`config.mk`:
```
export PLATFORM = sky130hd
export DESIGN_NAME = b_resp_gen
export DESIGN_NICKNAME = d
export VERILOG_FILES = /design/src/rtl/xbar_pkg.sv /design/src/rtl/b_resp_gen_sync_fifo.sv /design/src/rtl/b_resp_gen.sv
export SDC_FILE = /design/constraint.sdc
export NUM_CORES = 1
export LEC_CHECK = 0
export CAP_MARGIN = 25
export CORE_MARGIN = 10
export CORE_UTILIZATION = 34
export CTS_CLUSTER_SIZE = 10
export DETAILED_ROUTE_END_ITERATION = 7
export SYNTH_ARGS = -nofsm -noshare
export SYNTH_HDL_FRONTEND = slang
export SYNTH_SLANG_ARGS = --single-unit
```
`constraint.sdc`:
```
create_clock -name clk -period 4 [get_ports clk]
set_input_delay 0.8 -clock clk [delete_from_list [all_inputs] [get_ports clk]]
set_output_delay 0.8 -clock clk [all_outputs]
set_load 0.01 [all_outputs]
```
`src/rtl/xbar_pkg.sv`:
```
// Shared XBar definitions: AXI response codes and a
// constant log2 helper used to size queue pointers.
package xbar_pkg;

  localparam logic [1:0] RESP_OKAY   = 2'b00;
  localparam logic [1:0] RESP_EXOKAY = 2'b01;
  localparam logic [1:0] RESP_SLVERR = 2'b10;
  localparam logic [1:0] RESP_DECERR = 2'b11;

  function automatic int clog2(input int v);
    int r;
    r = 0;
    for (int i = 0; i < 31; i++) begin
      if ((1 << i) < v) r = i + 1;
    end
    return r;
  endfunction

endpackage

```
`src/rtl/b_resp_gen_sync_fifo.sv`:
```
// Small synchronous FIFO with wrap-bit pointers and a
// registered full flag; push on full is accepted only with pop.
module sync_fifo
  import xbar_pkg::*;
#(
  parameter int DATA_WIDTH = 8,
  parameter int DEPTH      = 4
) (
  input  logic                        clk,
  input  logic                        rst,
  input  logic                        push,
  input  logic                        pop,
  input  logic [DATA_WIDTH-1:0]       din,
  output logic [DATA_WIDTH-1:0]       dout,
  output logic                        full,
  output logic                        empty,
  output logic [clog2(DEPTH):0]       count
);

  localparam int AW = clog2(DEPTH);
  localparam int PW = AW + 1;

  logic [PW-1:0]         wptr;
  logic [PW-1:0]         rptr;
  logic [PW-1:0]         cnt_nxt;
  logic [DATA_WIDTH-1:0] mem [DEPTH];
  logic                  do_push;
  logic                  do_pop;

  assign count   = wptr - rptr;
  assign empty   = (count == '0);
  assign do_pop  = pop & ~empty;
  assign do_push = push & (~full | do_pop);
  assign cnt_nxt = count + PW'(do_push) - PW'(do_pop);
  assign dout    = mem[rptr[AW-1:0]];

  // Pointer advance and full flag derived from next occupancy.
  always_ff @(posedge clk or posedge rst) begin
    if (rst) begin
      wptr <= '0;
      rptr <= '0;
      full <= 1'b0;
    end else begin
      if (do_push) wptr <= wptr + PW'(1);
      if (do_pop)  rptr <= rptr + PW'(1);
      full <= (cnt_nxt == PW'(DEPTH));
    end
  end

  // Storage write; contents need no reset.
  always_ff @(posedge clk) begin
    if (do_push) mem[wptr[AW-1:0]] <= din;
  end

endmodule

```
`src/rtl/b_resp_gen.sv`:
```
// Pairs accepted AW IDs with W burst completions and issues one
// B response per burst. Option: B_RESP_GEN_EXOKAY_EN (AWLOCK).
module b_resp_gen
  import xbar_pkg::*;
#(
  parameter int ID_WIDTH = 4,
  parameter int DEPTH    = 4
) (
  input  logic                clk,
  input  logic                rst,
  input  logic                aw_fire,
  input  logic [ID_WIDTH-1:0] AWID,
`ifdef B_RESP_GEN_EXOKAY_EN
  input  logic                AWLOCK,
`endif
  output logic                aw_full,
  input  logic                w_last_fire,
  input  logic                w_err,
  output logic                w_full,
  output logic [ID_WIDTH-1:0] BID,
  output logic [1:0]          BRESP,
  output logic                BVALID,
  input  logic                BREADY
);

`ifdef B_RESP_GEN_EXOKAY_EN
  localparam int EW = ID_WIDTH + 1;
`else
  localparam int EW = ID_WIDTH;
`endif
  localparam int CW = clog2(DEPTH) + 1;

  logic [EW-1:0] aw_din;
  logic [EW-1:0] aw_dout;
  logic          aw_empty;
  logic [CW-1:0] aw_count;
  logic [0:0]    w_dout;
  logic          w_empty;
  logic [CW-1:0] w_count;
  logic          aw_lock;
  logic          pair;
  logic [1:0]    resp_nxt;

`ifdef B_RESP_GEN_EXOKAY_EN
  assign aw_din  = {AWLOCK, AWID};
  assign aw_lock = aw_dout[ID_WIDTH];
`else
  assign aw_din  = AWID;
  assign aw_lock = 1'b0;
`endif

  sync_fifo #(
    .DATA_WIDTH(EW),
    .DEPTH     (DEPTH)
  ) u_aw_q (
    .clk  (clk),
    .rst  (rst),
    .push (aw_fire),
    .pop  (pair),
    .din  (aw_din),
    .dout (aw_dout),
    .full (aw_full),
    .empty(aw_empty),
    .count(aw_count)
  );

  sync_fifo #(
    .DATA_WIDTH(1),
    .DEPTH     (DEPTH)
  ) u_w_q (
    .clk  (clk),
    .rst  (rst),
    .push (w_last_fire),
    .pop  (pair),
    .din  (w_err),
    .dout (w_dout),
    .full (w_full),
    .empty(w_empty),
    .count(w_count)
  );

  assign pair = ~aw_empty & ~w_empty & (~BVALID | BREADY);

  // Response code for the pair at the queue heads.
  always_comb begin
    resp_nxt = RESP_OKAY;
    unique case (1'b1)
      w_dout[0]:              resp_nxt = RESP_SLVERR;
      (~w_dout[0] & aw_lock): resp_nxt = RESP_EXOKAY;
      default:                resp_nxt = RESP_OKAY;
    endcase
  end

  // Output register: load on pairing, clear after handshake.
  always_ff @(posedge clk or posedge rst) begin
    if (rst) begin
      BVALID <= 1'b0;
      BID    <= '0;
      BRESP  <= RESP_OKAY;
    end else if (pair) begin
      BVALID <= 1'b1;
      BID    <= aw_dout[ID_WIDTH-1:0];
      BRESP  <= resp_nxt;
    end else if (BREADY) begin
      BVALID <= 1'b0;
    end
  end

`ifdef B_RESP_GEN_EXOKAY_EN
  // Upstream must not push into a full queue.
  a_aw_ovf: assert property (@(posedge clk) disable iff (rst)
    !(aw_fire && aw_full && !pair));
  a_w_ovf: assert property (@(posedge clk) disable iff (rst)
    !(w_last_fire && w_full && !pair));
  a_cnt: assert property (@(posedge clk) disable iff (rst)
    (aw_count <= CW'(DEPTH)) && (w_count <= CW'(DEPTH)));
`endif

endmodule

```
### Word level (Yosys, flattened, before mapping)

Memory sizes are Yosys's and may differ from the RTL's. A register that Yosys moved wholly into a read port is not among the register bits.
Cells that the tools add are included.

| operators by class | value |
|---|---|
| $add $sub $neg | 10 |
| eq/ne operators | 2 |
| mux-type cells | 7 |
| bitwise logic cells | 14 |
| reduce and logical (&&, ||, !) cells | 3 |

Operators with widths:

| cell | number |
|---|---|
| 3-bit by 1-bit adder with 3-bit output, second input constant | 4 |
| 3-bit by 1-bit adder with 3-bit output | 2 |
| 1-bit AND | 6 |
| 3-bit == test, second input constant | 2 |
| 3-bit logical NOT | 2 |
| 1-bit 2-to-1 mux | 6 |
| 3-bit by 1-bit subtractor with 3-bit output | 2 |
| 3-bit subtractor | 2 |
| 1-bit inverter | 5 |
| 1-bit bitwise OR | 3 |
| 2-bit 2-to-1 mux | 1 |
| 2-bit nonzero test | 1 |

| word-level totals | value |
|---|---|
| register bits | 17 |
| bits in writable memories | 20 |
| bits of input ports | 10 |
| output and inout port bits | 9 |
| memories | 2 |

Memory list:

| name | depth | width | read ports | clocked after Yosys merged registers in | wr ports | RTL line | source |
|---|---|---|---|---|---|---|---|
| u_aw_q.mem | 4 | 4 | 1 | 1 | 1 | b_resp_gen_sync_fifo.sv:26 | `logic [DATA_WIDTH-1:0] mem [DEPTH];` |
| u_w_q.mem | 4 | 1 | 1 | 0 | 1 | b_resp_gen_sync_fifo.sv:26 |  |

### Depth between registers and ports, before layout

| logic depth | value |
|---|---|
| depth in word-level cells | 11 |
| depth in mapped cells | 14 |
| depth with buffers taken out | 13 |

### Modules after synthesis

From an unflattened synthesis, not the netlist that was laid out.

| unflattened totals | value |
|---|---|
| cells, all modules | 142 |
| area total of the unflattened synthesis | 2,080.7 µm² |

Modules (own cells, without submodules):

| module | instances | cells each | area each (µm²) |
|---|---|---|---|
| sync_fifo (u_aw_q) | 1 | 70 | 1,117.3 |
| sync_fifo (u_w_q) | 1 | 53 | 678.2 |
| b_resp_gen | 1 | 19 | 285.3 |

### Least setup slack after synthesis

No wires, ideal clock.

| timing path | value |
|---|---|
| path kind | reg2reg |
| from | reg u_aw_q.wptr[0] |
| to | reg u_aw_q.full |
| setup time | 0.086 ns |
| data arrival time | 3.087 ns |
| required time | 3.914 ns |
| slack | 0.827 ns |
| stages on the path, launching flop included | 15 |
| buffers on the path | 1 |
| period minus slack after synthesis | 3.173 ns |
| cell sequence | dfrtp_1 inv_1 ha_1 fa_1 nand2_1 o221ai_4 buf_6 inv_1 ha_1 inv_1 ha_1 fa_1 xor2_1 xnor2_1 nor3_1 |

| on the way | value |
|---|---|
| longest elaborated chain between the ends | 11 |

Ends and longest elaborated chain:

| element | RTL line | source |
|---|---|---|
| start, declared | b_resp_gen_sync_fifo.sv:23 | `logic [PW-1:0] wptr;` |
| start signal, assigned | b_resp_gen_sync_fifo.sv:44 | `if (do_push) wptr <= wptr + PW'(1);` |
| 3-bit subtractor (*) | b_resp_gen_sync_fifo.sv:30 | `assign count = wptr - rptr;` |
| 3-bit logical NOT (*) | b_resp_gen_sync_fifo.sv:31 | `assign empty = (count == '0);` |
| 1-bit inverter (*) | b_resp_gen_sync_fifo.sv:32, b_resp_gen.sv:82 |  |
| 1-bit AND (2 in a row) | b_resp_gen.sv:82 | `assign pair = ~aw_empty & ~w_empty & (~BVALID \| BREADY);` |
| 1-bit AND (*) | b_resp_gen_sync_fifo.sv:32 | `assign do_pop = pop & ~empty;` |
| via u_aw_q.do_pop | b_resp_gen_sync_fifo.sv:28 | `logic do_pop;` |
| 1-bit bitwise OR | b_resp_gen_sync_fifo.sv:33 | `assign do_push = push & (~full \| do_pop);` |
| 1-bit AND | b_resp_gen_sync_fifo.sv:33 |  |
| 3-bit by 1-bit adder with 3-bit output | b_resp_gen_sync_fifo.sv:34 | `assign cnt_nxt = count + PW'(do_push) - PW'(do_pop);` |
| 3-bit by 1-bit subtractor with 3-bit output (*) | b_resp_gen_sync_fifo.sv:34 |  |
| 3-bit == test (*) | b_resp_gen_sync_fifo.sv:46 | `full <= (cnt_nxt == PW'(DEPTH));` |
| end signal, assigned | b_resp_gen_sync_fifo.sv:46 |  |
| end, declared | b_resp_gen_sync_fifo.sv:15 | `output logic full,` |

The timed path passes the listed nets; every way through them passes the cells marked *.
A chain may end at the register's enable or synchronous reset.

### Worst setup path after layout

Same ends and word-level chain as after synthesis.

==> results.py <==
metrics = {
    "timing": {
        "slew_violations": 0,
        "rsz0062_at_grt": "no",
        "min_period_over_period_pct": 89.7,
        "max_freq_ghz": 0.279,
        "min_period_ns": 3.59,
        "hold_violations": 0,
        "tightest_slew_ns": 0.841,
        "slew_headroom_pct": 43.9,
        "setup_tns_ns": 0,
        "setup_viol": 0,
        "fin_skew_ns": 0.00935,
    },
    "route": {
        "routed_via_density": 4.76,
        "drtPass1Iterations": 4,
        "ant_nets": 0,
        "num_vias": 1143,
        "drcViolationCount": 0,
        "wirelength_um": 3750,
        "wl_per_cell_um": 15.6,
        "first_iter_violations": 59,
    },
    "critical_path": {
        "r2r_start": "u_aw_q.wptr[0]$_DFFE_PP0P_",
        "cp-end-kind": "flip-flop",
        "crit_required_ns": 4.20,
        "ff2ff_setup_slack_ns": 0.41,
        "cp_max_fo": 17,
        "cp.arrival_ns": 3.78,
        "cp-endpoint": "u_aw_q.full$_DFF_PP0_",
        "ff2ff_path_depth": 13,
        "crit_type": "reg -> reg",
        "critPathLaunch": "u_aw_q.wptr[0]$_DFFE_PP0P_",
        "worstSetupStartpointType": "flip-flop",
        "reg2reg_to": "u_aw_q.full$_DFF_PP0_",
    },
    "placed_design": {
        "io_buffers": 17,
        "hpwl_um": 2850,
        "gp_congestion": 0.744,
    },
    "clocking": {
        "cts_buffer_depth": 2,
        "clockRootBuffer": "clkbuf_8",
        "cts_resized": 0,
        "cts-buffers-inserted": 5,
        "cts_tree": "done",
        "post_cts_buffers": 0,
        "clk_pin_slew_ns": 0.08,
        "cts_hold_buf": 0,
        "clk_latency_ns": 0.30,
        "clock-sinks": 40,
        "cts-htree-levels": 2,
    },
    "global_routing": {
        "use_met3_pct": 2.49,
        "antenna_found_initial": 0,
        "grt_pass1_vias": 1244,
        "grt_max_degree": 21,
        "grt_usage_pct": 8.17,
        "top_usage_layer": "met2",
        "met1_usage_pct": 9.25,
        "grtUsageMet2_pct": 13.4,
        "grt_pass1_wl_um": 6250,
        "grt_overflow": 0,
    },
    "synthesis": {
        "synth.distinct_cells": 29,
        "syn_avg_cell_area_um2": 14.4,
        "synth_area_um2": 2040,
        "syn-num-nets": 172,
        "synth_warnings": 0,
        "ys_ff_latch": 40,
        "ys_seq_area_share_pct": 53.9,
        "syn_inst": 142,
    },
    "layout": {
        "areaGrowthSynthToFinish_pct": 18.1,
        "diodes": 0,
        "fin_nets": 194,
        "drive_above_1_share_pct": 15.2,
    },
    "worst_hold_path": {
        "hp-start": "u_w_q.rptr[2]$_DFFE_PP0P_",
        "worstHoldPathType": "reg -> reg",
    },
    "die": {
        "die_h_um": 97.5,
        "core_area_um2": 5890,
        "start_util_pct": 34.7,
        "die_w_um": 97.5,
        "die_area_um2": 9520,
        "io-pin-count": 19,
        "fp-row-count": 28,
    },
    "status": {
        "status": "complete, no violations",
    },
    "flow_run": {
        "maxCapViolations": 0,
    },
}
## layout by cell type (no fill, tap or decap)
| cell type | count |
|---|---|
| a31o_1 | 2 |
| edfxtp_1 | 20 |
| xor3_1 | 2 |
| nand2b_1 | 1 |
| a21boi_2 | 2 |
| o221ai_4 | 1 |
| o22ai_1 | 2 |
| clkdlybuf4s50_1 | 17 |
| clkinv_4 | 1 |
| nor2b_1 | 1 |
| nor3_1 | 6 |
| clkbuf_8 | 6 |
| or2_2 | 1 |
| and2_1 | 6 |
| xor2_1 | 4 |
| inv_1 | 13 |
| dfrtp_1 | 20 |
| a21boi_0 | 2 |
| conb_1 | 1 |
| a21oi_1 | 4 |
| fa_1 | 4 |
| o22a_1 | 1 |
| bufinv_16 | 1 |
| o21ai_0 | 2 |
| and3_1 | 2 |
| mux2_2 | 7 |
| mux4_2 | 5 |
| xnor2_1 | 6 |
| ha_1 | 16 |
| buf_4 | 1 |
| nand2_1 | 8 |
## Yosys cell counts
cell      number  area [um2]
a21boi_0       2        15.0
a21boi_2       2        22.5
a21oi_1        4        20.0
a31o_1         2        17.5
and2_1         6        37.5
and3_1         2        12.5
buf_1          1        3.75
buf_4          1        7.51
buf_6          1        11.3
conb_1         1        3.75
dfrtp_1       20         500
edfxtp_1      20         601
fa_1           4        80.1
ha_1          16         200
inv_1         13        48.8
mux2_2         7        78.8
mux4_2         5         113
nand2_1        8        30.0
nand2b_1       1        6.26
nor2b_1        1        6.26
nor3_1         6        30.0
o21ai_0        2        10.0
o221ai_4       1        26.3
o22a_1         1        8.76
o22ai_1        2        12.5
or2_2          1        6.26
xnor2_1        6        52.6
xor2_1         4        35.0
xor3_1         2        47.6
## worst max-delay path, stage by stage (launching register included)
cell and delay (ns):
dfrtp_1 0.38, inv_1 0.11, ha_1 0.21, fa_1 0.57
nand2_1 0.14, o221ai_4 0.57, inv_1 0.11, ha_1 0.30
inv_1 0.04, ha_1 0.18, fa_1 0.38, xor2_1 0.18
xnor2_1 0.13, nor3_1 0.18
## registers in the layout, summed over array words and instances (netlist names)
name,count
BRESP,1
u_w_q.wptr,3
u_aw_q.mem,16
u_aw_q.full,1
u_aw_q.wptr,3
u_aw_q.rptr,3
BID,4
BVALID,1
u_w_q.rptr,3
u_w_q.mem,4
u_w_q.full,1
## through the flow
step                      hold slack [ns]  std cells  area (um2)  worst slack [ns]  util, %
after detailed placement            0.488        232        2290             0.441     39.0
after CTS                           0.503        240        2410             0.387     41.0
after global routing                0.527        240        2410             0.160     41.0
after floorplan                     0.468        142        2040             0.827        -
final                               0.501        240        2410             0.414     41.0
after global placement              0.488        232        2290             0.518     39.0
## per-layer routing
layer  routed length (um)  up-vias
li1                     -      539
met1                 1620      581
met2                 1930       17
met3                  124        6
met4                   87        0
met5                    0        -
## cells by family after synthesis
kind of cell / count (synthesis) / synth area share (%)
xor gates and xnor gates: 12 / 6.61
DFF: 40 / 53.9
AOI/OAI and AO/OA: 16 / 6.49
muxes: 12 / 9.36
and+or+nand+nor: 25 / 6.30
other: 1 / 0.183
adders and majority gates: 20 / 13.7
buffers and inverters: 16 / 3.49
## layout make-up
cell class,count,area (um2)
fill,542,3470
sequential,40,1100
multi-input combinational,86,872
timing repair buffer,18,178
tap,75,93.8
clock buffer,6,82.6
inverter,13,48.8
clock inverter,2,38.8
## worst min-delay path by stage
stage,to,slack [ns],cells past startpoint
after floorplan,u_aw_q.rptr[2]$_DFFE_PP0P_,0.47,1
after global placement,BID[2]$_DFFE_PP0N_,0.49,1
after global routing,u_w_q.rptr[2]$_DFFE_PP0P_,0.53,1
after detailed placement,u_w_q.rptr[2]$_DFFE_PP0P_,0.49,1
final,u_w_q.rptr[2]$_DFFE_PP0P_,0.50,1
after CTS,u_w_q.rptr[2]$_DFFE_PP0P_,0.50,1
Power is not shown: default switching activity piles up to over one toggle a cycle in this logic, so the estimate is an artifact.
